===== src/rtl/gf180mcu_fd_sc_mcu9t5v0__dffnq_chain_bist_pkg.sv =====
// Shared types and constants for the dffnq chain BIST driver/checker.
package gf180mcu_fd_sc_mcu9t5v0__dffnq_chain_bist_pkg;

  typedef enum logic [2:0] {
    ST_IDLE,
    ST_FLUSH,
    ST_RUN,
    ST_DRAIN,
    ST_DONE
  } bist_state_t;

  // x^8+x^6+x^5+x^4+1 as feedback taps on q[7],q[5],q[4],q[3]
  localparam logic [7:0]  LFSR_TAPS = 8'hB8;
  localparam logic [7:0]  ERR_SAT   = 8'hFF;
  localparam logic [15:0] NO_ERR    = 16'hFFFF;

  function automatic logic lfsr_fb(input logic [7:0] s);
    return ^(s & LFSR_TAPS);
  endfunction

endpackage


===== src/rtl/gf180mcu_fd_sc_mcu9t5v0__bist_lfsr8.sv =====
// 8-bit Fibonacci LFSR, MSB-first output, with seed load and shift enable.
module gf180mcu_fd_sc_mcu9t5v0__bist_lfsr8
  import gf180mcu_fd_sc_mcu9t5v0__dffnq_chain_bist_pkg::*;
(
  input  logic       clk,
  input  logic       rst,
  input  logic       load,
  input  logic       shift,
  input  logic [7:0] seed,
  output logic [7:0] q
);

  always_ff @(posedge clk) begin
    if (rst || load) q <= seed;
    else if (shift)  q <= {q[6:0], lfsr_fb(q)};
  end

endmodule


===== src/rtl/gf180mcu_fd_sc_mcu9t5v0__dffnq_chain_bist.sv =====
// BIST for a falling-edge flop chain: launches an LFSR pattern into CHAIN_D and
// checks CHAIN_Q against a CHAIN_LEN-deep delayed copy of the launched bits.
module gf180mcu_fd_sc_mcu9t5v0__dffnq_chain_bist
  import gf180mcu_fd_sc_mcu9t5v0__dffnq_chain_bist_pkg::*;
#(
  parameter int         CHAIN_LEN = 8,
  parameter int         PAT_LEN   = 255,
  parameter logic [7:0] SEED      = 8'hA5
) (
  input  logic        CLK,
  input  logic        RST,
  input  logic        START,
  input  logic        CHAIN_Q,
  output logic        CHAIN_D,
  output logic        BUSY,
  output logic        DONE,
  output logic        PASS,
  output logic [7:0]  ERR_CNT,
  output logic [15:0] FIRST_ERR
);

  localparam logic [15:0] CL_LAST = 16'(CHAIN_LEN - 1);
  localparam logic [15:0] PL_LAST = 16'(PAT_LEN - 1);

  bist_state_t          state, state_nxt;
  logic [15:0]          phase, cmp_idx;
  logic [7:0]           lfsr;
  logic [CHAIN_LEN-1:0] exp_pipe, vld_pipe;
  logic                 clear, launch, push_bit, cmp_en, mismatch;

  // IDLE continuously re-arms; DONE re-arms only when a new run is requested
  assign clear    = (state == ST_IDLE) || (state == ST_DONE && START);
  assign launch   = (state == ST_RUN);
  assign push_bit = launch & lfsr[7];

  gf180mcu_fd_sc_mcu9t5v0__bist_lfsr8 u_lfsr (
    .clk  (CLK),
    .rst  (RST),
    .load (clear),
    .shift(launch),
    .seed (SEED),
    .q    (lfsr)
  );

  always_comb begin
    state_nxt = state;
    case (state)
      ST_IDLE:  if (START)             state_nxt = ST_FLUSH;
      ST_FLUSH: if (phase == CL_LAST)  state_nxt = ST_RUN;
      ST_RUN:   if (phase == PL_LAST)  state_nxt = ST_DRAIN;
      ST_DRAIN: if (phase == CL_LAST)  state_nxt = ST_DONE;
      ST_DONE:  if (START)             state_nxt = ST_FLUSH;
      default:                         state_nxt = ST_IDLE;
    endcase
  end

  always_ff @(posedge CLK) begin
    if (RST) begin
      state <= ST_IDLE;
      phase <= '0;
    end else begin
      state <= state_nxt;
      phase <= (state_nxt != state || state == ST_IDLE || state == ST_DONE)
               ? '0 : phase + 16'd1;
    end
  end

  // Launch flop and expected/valid delay lines; zeros flow in outside RUN
  always_ff @(posedge CLK) begin
    if (RST) begin
      CHAIN_D  <= 1'b0;
      exp_pipe <= '0;
      vld_pipe <= '0;
    end else begin
      CHAIN_D <= push_bit;
      for (int i = CHAIN_LEN - 1; i > 0; i--) begin
        exp_pipe[i] <= exp_pipe[i-1];
        vld_pipe[i] <= vld_pipe[i-1];
      end
      exp_pipe[0] <= push_bit;
      vld_pipe[0] <= launch;
    end
  end

  // A valid bit at the tail marks a launched bit now due at CHAIN_Q
  assign cmp_en   = vld_pipe[CHAIN_LEN-1] && (state == ST_RUN || state == ST_DRAIN);
  assign mismatch = CHAIN_Q ^ exp_pipe[CHAIN_LEN-1];

  always_ff @(posedge CLK) begin
    if (RST || clear) begin
      ERR_CNT   <= '0;
      FIRST_ERR <= NO_ERR;
      cmp_idx   <= '0;
    end else if (cmp_en) begin
      cmp_idx <= cmp_idx + 16'd1;
      if (mismatch) begin
        if (ERR_CNT != ERR_SAT)  ERR_CNT   <= ERR_CNT + 8'd1;
        if (FIRST_ERR == NO_ERR) FIRST_ERR <= cmp_idx;
      end
    end
  end

  assign BUSY = (state == ST_FLUSH) || (state == ST_RUN) || (state == ST_DRAIN);
  assign DONE = (state == ST_DONE);
  assign PASS = DONE && (ERR_CNT == 8'd0);

endmodule


===== config.mk =====
export PLATFORM = sky130hd
export DESIGN_NAME = gf180mcu_fd_sc_mcu9t5v0__dffnq_chain_bist
export DESIGN_NICKNAME = d
export VERILOG_FILES = /design/src/rtl/gf180mcu_fd_sc_mcu9t5v0__dffnq_chain_bist_pkg.sv /design/src/rtl/gf180mcu_fd_sc_mcu9t5v0__bist_lfsr8.sv /design/src/rtl/gf180mcu_fd_sc_mcu9t5v0__dffnq_chain_bist.sv
export SDC_FILE = /design/constraint.sdc
export NUM_CORES = 1
export LEC_CHECK = 0
export CAP_MARGIN = 40
export CORE_MARGIN = 2
export CORE_UTILIZATION = 25
export DETAILED_ROUTE_END_ITERATION = 6
export HOLD_SLACK_MARGIN = 0.05
export SLEW_MARGIN = 0
export SYNTH_ARGS = -nofsm -noshare
export SYNTH_HDL_FRONTEND = slang
export SYNTH_SLANG_ARGS = --single-unit

===== constraint.sdc =====
create_clock -name CLK -period 1.7 [get_ports CLK]
set_input_delay 0.17 -clock CLK [delete_from_list [all_inputs] [get_ports CLK]]
set_output_delay 0.17 -clock CLK [all_outputs]
set_load 0.01 [all_outputs]

==> metrics.cfg <==
[worst_setup_path]
critPathArrivalTime_ps = 1480
max_stage_delay_ps = 310
crit_family = simple AND/OR/NAND/NOR gates
worst-path-buf-inv = 1
crit_fanout = 2
critical_path.startpoint_type = flop
crit_path_top_delay_cell = dfxtp_1
path_cells = nor2_1 -> and2_4 -> nand4_1 -> nor4_2 -> clkdlybuf4s15_2
end_kind = primary output
required_ps = 1530
crit_type = reg2out

[synthesis]
synth_nets = 381
synth-edff-count = 0
yosysWarnings = 0
post-synth-top-area-cell = dfxtp_1
synth_cell_types = 45
synth_top_area_share_pct = 49.1
synthCells = 372
synth_seq_cells = 83
synthTopCellsByArea = dfxtp_1 49%, nand2_1 5.2%, o31ai_1 4.2%, xnor2_1 4.1%, nor2_1 3.7%
avgSynthCellArea_um2 = 9.10
synth-main-ff-cell = dfxtp_1
syn_area_um2 = 3390
ys_async_sr_fraction_pct = 0
ys_seq_area_share_pct = 49.1

[final_layout]
drive_gt1_share_pct = 17.5
nNetsFinal = 449
area_delta_synth_final_pct = 34.2
stdcell_area_um2 = 4540

[clock_tree]
cts_hold_buf = 0
clock_path_buffers = 2
clkTransAtPathRegs_ps = 60
cts.sinks = 83
cts_inserted_buffers = 9
post_cts_buffers = 0
cts_tree = done
clockRootBuffer = clkbuf_16
htree_levels = 3
clk_latency_ps = 340

[placement]
port_buffers = 31
gp_congestion = 0.811
dp_hpwl_um = 5180
pre_cts_slack_ps = -12.4
place_area_um2 = 4180

[floorplan]
io_pins = 32
start_util_pct = 25.6
core_area_um2 = 13200
rows = 42
die_w_um = 120
die_y_um = 120
dieArea_um2 = 14500

[sta]
worst_pin_slew_ps = 515
post-route-min-period_ps = 1650
fmax_mhz = 606
setup_viol = 0
finClkSkew_ps = 4.63
hold_viol = 0
setup_ws_ps = 48.8
rsz0062_at_grt = yes
maxSlewHeadroom_pct = 65.4
finalCritPeriodShare_pct = 97.1
drv_slew = 0
fin_tns_setup_ps = 0

[routing]
dr_total_vias = 2835
top_layer = met4
wirelength_um = 7210
first_pass_iters = 4
drt-initial-drc-count = 176
met3_length_um = 320
drc = 0
wl_per_cell_um = 11.6
ant_nets = 0
wl_met2_um = 3250
wl_met1_um = 3540
viasPerCell = 4.56

[global_route]
grt_pass1_vias = 2736
grt_max_degree = 28
gr-usage-all-layers_pct = 10.6
grt.overflow.total = 0
antenna_found_initial = 1
grt_pass1_wl_um = 12500

[power_and_ir_drop]
ir_drop_mv = 0.575
power_frac_seq_pct = 48.2
combPwrFrac_pct = 2.8
p_sw_mw = 0.876
leakagePower_nw = 1.69
swShare_pct = 21.6
p_per_area_nw_per_um2 = 893
clockPowerShare_pct = 49.0
power.internal_mw = 3.18

[outcome]
status = finished clean

[min_path]
hold_class = reg2reg

[job]
drv_cap = 0

-- final cells by class --
type | instances | area, µm²
Clock buffer | 10 | 239
Sequential cell | 83 | 1660
Timing Repair Buffer | 73 | 657
Fill cell | 1344 | 8700
Multi-Input combinational cell | 265 | 1660
Tap cell | 176 | 220
Inverter | 8 | 30.0
Clock inverter | 6 | 70.1
Antenna cell | 1 | 2.50
-- through the flow --
step / total power, mW / utilization (%) / hold slack (ps) / instances
after CTS: 4.12 / 33.9 / 437 / 621
after global placement: 2.11 / 31.6 / 422 / 605
after floorplan: 2.05 / - / 320 / 372
after detailed placement: 2.11 / 31.6 / 427 / 605
final: 4.06 / 34.3 / 431 / 622
after global routing: 4.22 / 34.3 / 451 / 621
-- per-layer routing --
| layer | up-vias | global-route usage [%] |
|---|---|---|
| met2 | 54 | 16.6 |
| li1 | 1464 | - |
| met1 | 1307 | 13.5 |
| met5 | - | 0 |
| met3 | 10 | 3.87 |
| met4 | 0 | 3.85 |
-- Yosys cell counts, types with 3 or more instances --
cell type and count:
and3_1 3, buf_2 6, o31ai_1 19, or3_1 11, a21oi_1 16, and4_1 5, nor4_1 10, o21ai_0 9
a311oi_1 3, nand4_1 13, and2_1 4, ha_1 5, mux2i_1 3, or4_1 3, nor2_1 33, o211ai_1 3
nor3_1 4, inv_1 8, nor2b_1 14, xor2_1 9, nand2_1 47, nand3_1 15, clkbuf_1 6, xnor2_1 16
dfxtp_1 83
-- kinds of logic after synthesis --
logic type | Yosys count | synth area share (%)
buffers and inverters | 24 | 3.14
AOI/OAI and AO/OA | 57 | 11.0
and+or+nand+nor | 175 | 27.5
adders and majority gates | 5 | 1.85
DFF | 83 | 49.1
muxes | 3 | 0.887
xor gates and xnor gates | 25 | 6.47
-- worst paths after layout --
path	slack (ps)	cells past startpoint	startpoint	to
setup / recovery	50	5	state[1]	PASS
setup reg to reg	70	5	state[1]	cmp_idx[15]
hold reg to reg	430	1	phase[0]	phase[0]
hold / removal	430	1	phase[0]	phase[0]
-- repair_timing --
action                     in CTS  in global routing
setup endpoints to repair       3                 22
resized for setup               7                 12
pin swaps                       0                  3
-- power groups by stage --
stage / Clock (mW) / Combinational (mW) / Sequential [mW]
floorplan: 0 / 0.0548 / 2.00
global placement: 0 / 0.113 / 2.00
detailed placement: 0 / 0.115 / 2.00
CTS: 2.05 / 0.113 / 1.95
global route: 2.14 / 0.128 / 1.95
finish: 1.99 / 0.114 / 1.95
-- registers in the layout (all words and copies together), names as in the netlist --
register and count:
FIRST_ERR 16, cmp_idx 16, phase 16, ERR_CNT 8
exp_pipe 8, u_lfsr.q 8, vld_pipe 8, state 3
-- cell usage in the layout, fill, tap and decap left out, types with 2 or more instances in the layout --
cell / count
nand2_1: 47
clkdlybuf4s50_1: 28
buf_4: 38
xor2_1: 9
xnor2_1: 16
inv_1: 8
dfxtp_1: 81
or3_1: 11
a311oi_1: 3
nand3_1: 14
a21oi_1: 15
o31ai_1: 16
mux2i_1: 3
buf_12: 2
ha_1: 4
nand4_2: 2
o211ai_1: 3
and2_1: 3
nor3b_1: 2
nor3_1: 4
clkbuf_16: 9
or4_1: 3
o21ai_0: 9
dlygate4sd2_1: 2
nor4_1: 9
and4_1: 5
nand4_1: 13
dfxtp_2: 2
and3_1: 3
nor2_1: 32
nand2b_1: 2
nor2b_1: 14
clkinvlp_4: 3
inv_6: 2
buf_6: 2
o31ai_2: 3
(Power assumes the default switching activity.)
